===== config.mk =====
export PLATFORM = sky130hd
export DESIGN_NAME = spu_fw_result_pipe
export DESIGN_NICKNAME = d
export VERILOG_FILES = /design/src/rtl/spu_fw_result_pipe.sv
export SDC_FILE = /design/constraint.sdc
export NUM_CORES = 2
export LEC_CHECK = 0
export ABC_AREA = 1
export CELL_PAD_IN_SITES_DETAIL_PLACEMENT = 0
export CELL_PAD_IN_SITES_GLOBAL_PLACEMENT = 2
export CORE_MARGIN = 2
export CORE_UTILIZATION = 29
export CTS_CLUSTER_SIZE = 20
export DETAILED_ROUTE_END_ITERATION = 8
export PLACE_DENSITY = 0.86
export SYNTH_ARGS = -nofsm -noshare
export SYNTH_HDL_FRONTEND = slang
export SYNTH_SLANG_ARGS = --single-unit

===== constraint.sdc =====
create_clock -name i_clock -period 31.3 [get_ports i_clock]
set_clock_uncertainty 0.1 [all_clocks]
set_input_delay 4.695 -clock i_clock [delete_from_list [all_inputs] [get_ports i_clock]]
set_output_delay 4.695 -clock i_clock [all_outputs]
set_load 0.005 [all_outputs]

===== src/rtl/spu_fw_result_pipe.sv =====
// spu_fw_result_pipe
// Result pipeline for an SPU execution unit. Carries {wr, target, value, fwstage}
// through DEPTH registered stages to the register-file write port, with stall,
// per-stage flush and a multi-port combinational forwarding lookup.
module spu_fw_result_pipe #(
    parameter int DEPTH   = 7,
    parameter int DATA_W  = 128,
    parameter int ADDR_W  = 7,
    parameter int STAGE_W = 4,
    parameter int NUM_RD  = 3
) (
    input  logic                       i_clock,
    input  logic                       i_reset,
    input  logic                       i_stall,
    input  logic [DEPTH-1:0]           i_flush_mask,
    input  logic                       i_in_wr,
    input  logic [ADDR_W-1:0]          i_in_target,
    input  logic [DATA_W-1:0]          i_in_value,
    input  logic [STAGE_W-1:0]         i_in_fwstage,
    output logic                       o_wb_wr,
    output logic [ADDR_W-1:0]          o_wb_target,
    output logic [DATA_W-1:0]          o_wb_value,
    input  logic [NUM_RD*ADDR_W-1:0]   i_rd_addr,
    output logic [NUM_RD-1:0]          o_fw_hit,
    output logic [NUM_RD-1:0]          o_fw_pending,
    output logic [NUM_RD*DATA_W-1:0]   o_fw_value
);

    // Stage index width, and the common width used to compare a stage index
    // against an entry's fwstage (both zero-extended, unsigned).
    localparam int K_W   = $clog2(DEPTH + 1);
    localparam int CMP_W = (STAGE_W > K_W) ? STAGE_W : K_W;

    // Stage k lives at index k (1..DEPTH); stage DEPTH drives write-back.
    logic                      r_wr  [1:DEPTH];
    logic [ADDR_W-1:0]         r_tgt [1:DEPTH];
    logic signed [DATA_W-1:0]  r_val [1:DEPTH];
    logic [STAGE_W-1:0]        r_fws [1:DEPTH];

    logic [NUM_RD-1:0]         w_fw_hit;
    logic [NUM_RD-1:0]         w_fw_pending;
    logic [NUM_RD*DATA_W-1:0]  w_fw_value;

    // Stage registers: clear on reset, hold on stall (flush may still drop wr),
    // otherwise advance one stage. Flush bit i always refers to the entry that
    // currently sits in stage i (bit 0 = the input entry).
    always_ff @(posedge i_clock or posedge i_reset) begin
        if (i_reset) begin
            for (int k = 1; k <= DEPTH; k++) begin
                r_wr[k]  <= 1'b0;
                r_tgt[k] <= '0;
                r_val[k] <= '0;
                r_fws[k] <= '0;
            end
        end else if (i_stall) begin
            // The input is dropped; the upstream block re-presents it later.
            for (int k = 1; k < DEPTH; k++) begin
                if (i_flush_mask[k]) begin
                    r_wr[k] <= 1'b0;
                end
            end
        end else begin
            r_wr[1]  <= i_in_wr & ~i_flush_mask[0];
            r_tgt[1] <= i_in_target;
            r_val[1] <= i_in_value;
            r_fws[1] <= i_in_fwstage;
            for (int k = 2; k <= DEPTH; k++) begin
                r_wr[k]  <= r_wr[k-1] & ~i_flush_mask[k-1];
                r_tgt[k] <= r_tgt[k-1];
                r_val[k] <= r_val[k-1];
                r_fws[k] <= r_fws[k-1];
            end
        end
    end

    // Forwarding lookup per read port. Stages are visited oldest to youngest so
    // the youngest matching entry is the one that finally decides the result;
    // a pending young match therefore masks any older ready match.
    always_comb begin
        w_fw_hit     = '0;
        w_fw_pending = '0;
        w_fw_value   = '0;
        for (int r = 0; r < NUM_RD; r++) begin
            for (int k = DEPTH; k >= 1; k--) begin
                if (r_wr[k] && (r_tgt[k] == i_rd_addr[r*ADDR_W +: ADDR_W])) begin
                    if (CMP_W'(k) >= CMP_W'(r_fws[k])) begin
                        w_fw_hit[r]                    = 1'b1;
                        w_fw_pending[r]                = 1'b0;
                        w_fw_value[r*DATA_W +: DATA_W] = r_val[k];
                    end else begin
                        w_fw_hit[r]                    = 1'b0;
                        w_fw_pending[r]                = 1'b1;
                        w_fw_value[r*DATA_W +: DATA_W] = '0;
                    end
                end
            end
        end
    end

    assign o_wb_wr      = r_wr[DEPTH];
    assign o_wb_target  = r_tgt[DEPTH];
    assign o_wb_value   = r_val[DEPTH];
    assign o_fw_hit     = w_fw_hit;
    assign o_fw_pending = w_fw_pending;
    assign o_fw_value   = w_fw_value;

endmodule

==> impl_metrics.py <==
metrics = {
    "floorplan": {
        "fp.dieH_um": 489,
        "coreArea_um2": 235000,
        "pin_count": 697,
        "rows": 178,
        "die_x_um": 489,
        "start_util": 0.291,
        "die-area_um2": 239000,
    },
    "synthesis": {
        "synth-seq-cells": 977,
        "synth-edff-count": 0,
        "syn_avg_cell_area_um2": 6.39,
        "synth_cell_type_count": 52,
        "synthCells": 10700,
        "syn-cell-area_um2": 68300,
        "ys.flop_type": "dfrtp_1",
        "ys_seq_area_frac": 0.358,
        "synth_top_area_share": 0.358,
        "async_reset_ff_frac": 1.00,
        "yosysTopAreaCell": "dfrtp_1",
        "ys_warn_count": 0,
        "yosys-top-cells-area": "dfrtp_1 36%, nand2_1 14%, o21ai_0 11%",
        "synthesis.nets": 10900,
    },
    "clocking": {
        "cts_tree": "built",
        "cts_resized": 0,
        "cts_num_sinks": 977,
        "root_buffer": "clkbuf_16",
        "ctsHoldBuffers": 0,
        "htreeDepth": 3,
        "cts_buffers": 121,
        "clk_latency_ns": 0.84,
        "post-cts-setup-buffer-count": 0,
        "clockBufferDepth": 3,
        "cts.clk_slew.worst_paths_ns": 0.06,
    },
    "grt": {
        "grt_usage": 0.355,
        "grt_pass1_wl_mm": 602,
        "grt_pass1_vias": 71200,
        "grt_antenna_before_repair": 54,
        "grt.overflow.total": 0,
        "grt_max_degree": 229,
    },
    "routing": {
        "num_vias": 80100,
        "drc": 0,
        "antenna_left": 0,
        "vias_per_cell": 5.77,
        "drt_wl_total_mm": 442,
        "post_drt_wl_per_cell_um": 31.8,
        "drt_iter0_markers": 13500,
        "firstDrtPassIters": 9,
    },
    "placed_design": {
        "dp_hpwl_mm": 295,
        "post-place-ws_ns": 15.66,
        "gp_congestion": 0.945,
        "portBuffers": 696,
    },
    "finish": {
        "areaGrowthSynthToFinish_pct": 16.3,
        "num-nets-final": 10800,
        "num-fill-cells": 25600,
        "drive_gt1_frac": 0.0414,
    },
    "sta": {
        "finalSetupViolations": 0,
        "fmaxAchievable_mhz": 62.7,
        "finalCriticalPeriod_ns": 15.96,
        "hold_violations": 0,
        "post-route-period-util": 0.510,
        "drv_slew": 0,
        "slew-limit-headroom": 0.153,
        "worst_pin_slew_ns": 1.27,
        "fin_ws_ns": 15.34,
        "rsz0062_at_grt": "false",
        "tns_ns": 0,
    },
    "hold_path": {
        "hp-class": "register to register",
    },
    "pwr": {
        "ir_drop_mv": 0.0436,
        "p_leak_uw": 0.0355,
        "power_density_nw_per_um2": 48.3,
    },
    "worst_setup_path": {
        "crit_path_end_kind": "output pin",
        "arrival_ns": 11.17,
        "critPathKind": "input pin to output pin",
        "cp-start-kind": "input pin",
        "critPathRequiredTime_ns": 26.51,
        "worstPathMaxFanout": 40,
    },
    "status": {
        "outcome": "finished, final reports clean",
    },
    "run": {
        "drv_cap": 0,
    },
}
-- logic make-up after synthesis --
| kind of cell | count (synthesis) | synth area share |
|---|---|---|
| buf+inv | 1976 | 0.127 |
| simple gates | 4443 | 0.261 |
| xor+xnor | 49 | 0.00628 |
| compound gates | 3241 | 0.247 |
| flops | 977 | 0.358 |
-- state kept, by name (all words and copies together) (netlist names) --
register	count
r_val	768
o_wb_value	128
o_wb_wr	1
o_wb_target	7
r_wr	6
r_tgt	42
r_fws	25
-- synth_stat cells (30+ instances only) --
cell type,n
nand2_1,2544
o21ai_0,1512
a21oi_1,1242
nor2_1,1164
dfrtp_1,977
inv_1,917
nand3_1,585
clkbuf_1,532
buf_2,223
o21ai_1,198
buf_4,189
o211ai_1,123
o22ai_1,81
nand4_1,54
nor3_1,40
buf_1,38
xor2_1,35
inv_2,33
buf_6,30
-- metal layers --
layer / vias up / track usage / part of all wire
met5: - / 0.0177 / 0.0019
met4: 48 / 0.112 / 0.035
met3: 778 / 0.177 / 0.17
met2: 6036 / 0.449 / 0.37
met1: 38600 / 0.510 / 0.43
li1: 34600 / - / -
-- layout make-up --
type	instances	area [µm²]	share of cell area
clock buffer	179	3500	0.0440
clock inverter	35	294	0.00370
tap	3150	3940	0.0496
multi-input combinational	7733	35400	0.445
timing repair buffer	840	8180	0.103
inverter	956	3660	0.0461
antenna	16	40.0	0.000504
sequential	977	24400	0.308
-- worst max-delay path: stages --
cell	delay (ns)
clkdlybuf4s50_1	1.01
inv_2	0.31
nand2_1	0.20
nand2_1	0.07
nor4_1	0.62
nand2_4	0.55
inv_2	0.64
buf_4	0.84
nor2_1	0.13
o21ai_1	0.92
nand2_1	0.20
o21ai_0	0.18
clkdlybuf4s50_1	0.57
-- metrics by stage --
stage / cell area [µm²] / std cells / utilization / hold slack (ns) / total power [µW]
2_1_floorplan: 68300 / 10700 / - / 0.342 / 2010
5_1_grt: 79400 / 13900 / 0.338 / 0.396 / 3970
3_5_place_dp: 75600 / 13700 / 0.322 / 0.367 / 2390
6_report: 79400 / 13900 / 0.338 / 0.380 / 3830
3_3_place_gp: 75600 / 13700 / 0.322 / 0.360 / 2380
4_1_cts: 79400 / 13900 / 0.338 / 0.382 / 3810
-- worst paths after layout --
check,slack (ns),endpoint,startpoint,cells after the start
setup / recovery,15.34,o_fw_value[324],i_rd_addr[16],13
hold / removal,0.38,r_val[344]$_DFFE_PP0N_,r_val[344]$_DFFE_PP0N_,2
setup reg to reg,29.91,r_wr[2]$_DFFE_PP0P_,r_wr[2]$_DFFE_PP0P_,2
max in group asynchronous,22.23,r_val[852]$_DFFE_PP0N_,i_reset,7
min in group asynchronous,4.32,o_wb_target[5]$_DFFE_PP0N_,i_reset,2
hold reg to reg,0.38,r_val[344]$_DFFE_PP0N_,r_val[344]$_DFFE_PP0N_,2
-- power by group --
group | switching, µW | leakage [µW] | internal, µW | total, µW
sequential | 173 | 0.0124 | 1430 | 1600
combinational | 593 | 0.0211 | 206 | 799
clock | 644 | 0.00188 | 789 | 1430
total | 1410 | 0.0355 | 2420 | 3830
-- cells in the final DEF (no fill, tap or decap), types with 11 or more instances in the layout --
| cell | count |
|---|---|
| inv_2 | 25 |
| o22ai_1 | 81 |
| o21ai_1 | 198 |
| o211ai_1 | 123 |
| dfrtp_1 | 976 |
| nand3_1 | 585 |
| xnor2_1 | 14 |
| nor3_1 | 40 |
| nor4_1 | 11 |
| nand2_4 | 15 |
| clkdlybuf4s50_1 | 695 |
| nand2_1 | 2528 |
| inv_1 | 908 |
| a31oi_1 | 18 |
| clkbuf_1 | 34 |
| nand2_2 | 13 |
| o21ai_0 | 1512 |
| buf_4 | 134 |
| a21oi_1 | 1240 |
| clkbuf_8 | 23 |
| nand4_1 | 54 |
| o211ai_2 | 13 |
| clkinv_2 | 31 |
| nor2_1 | 1162 |
| xor2_1 | 35 |
| clkbuf_16 | 122 |
| o31ai_1 | 26 |
| diode_2 | 16 |
Power figures use the tool's default switching activity.
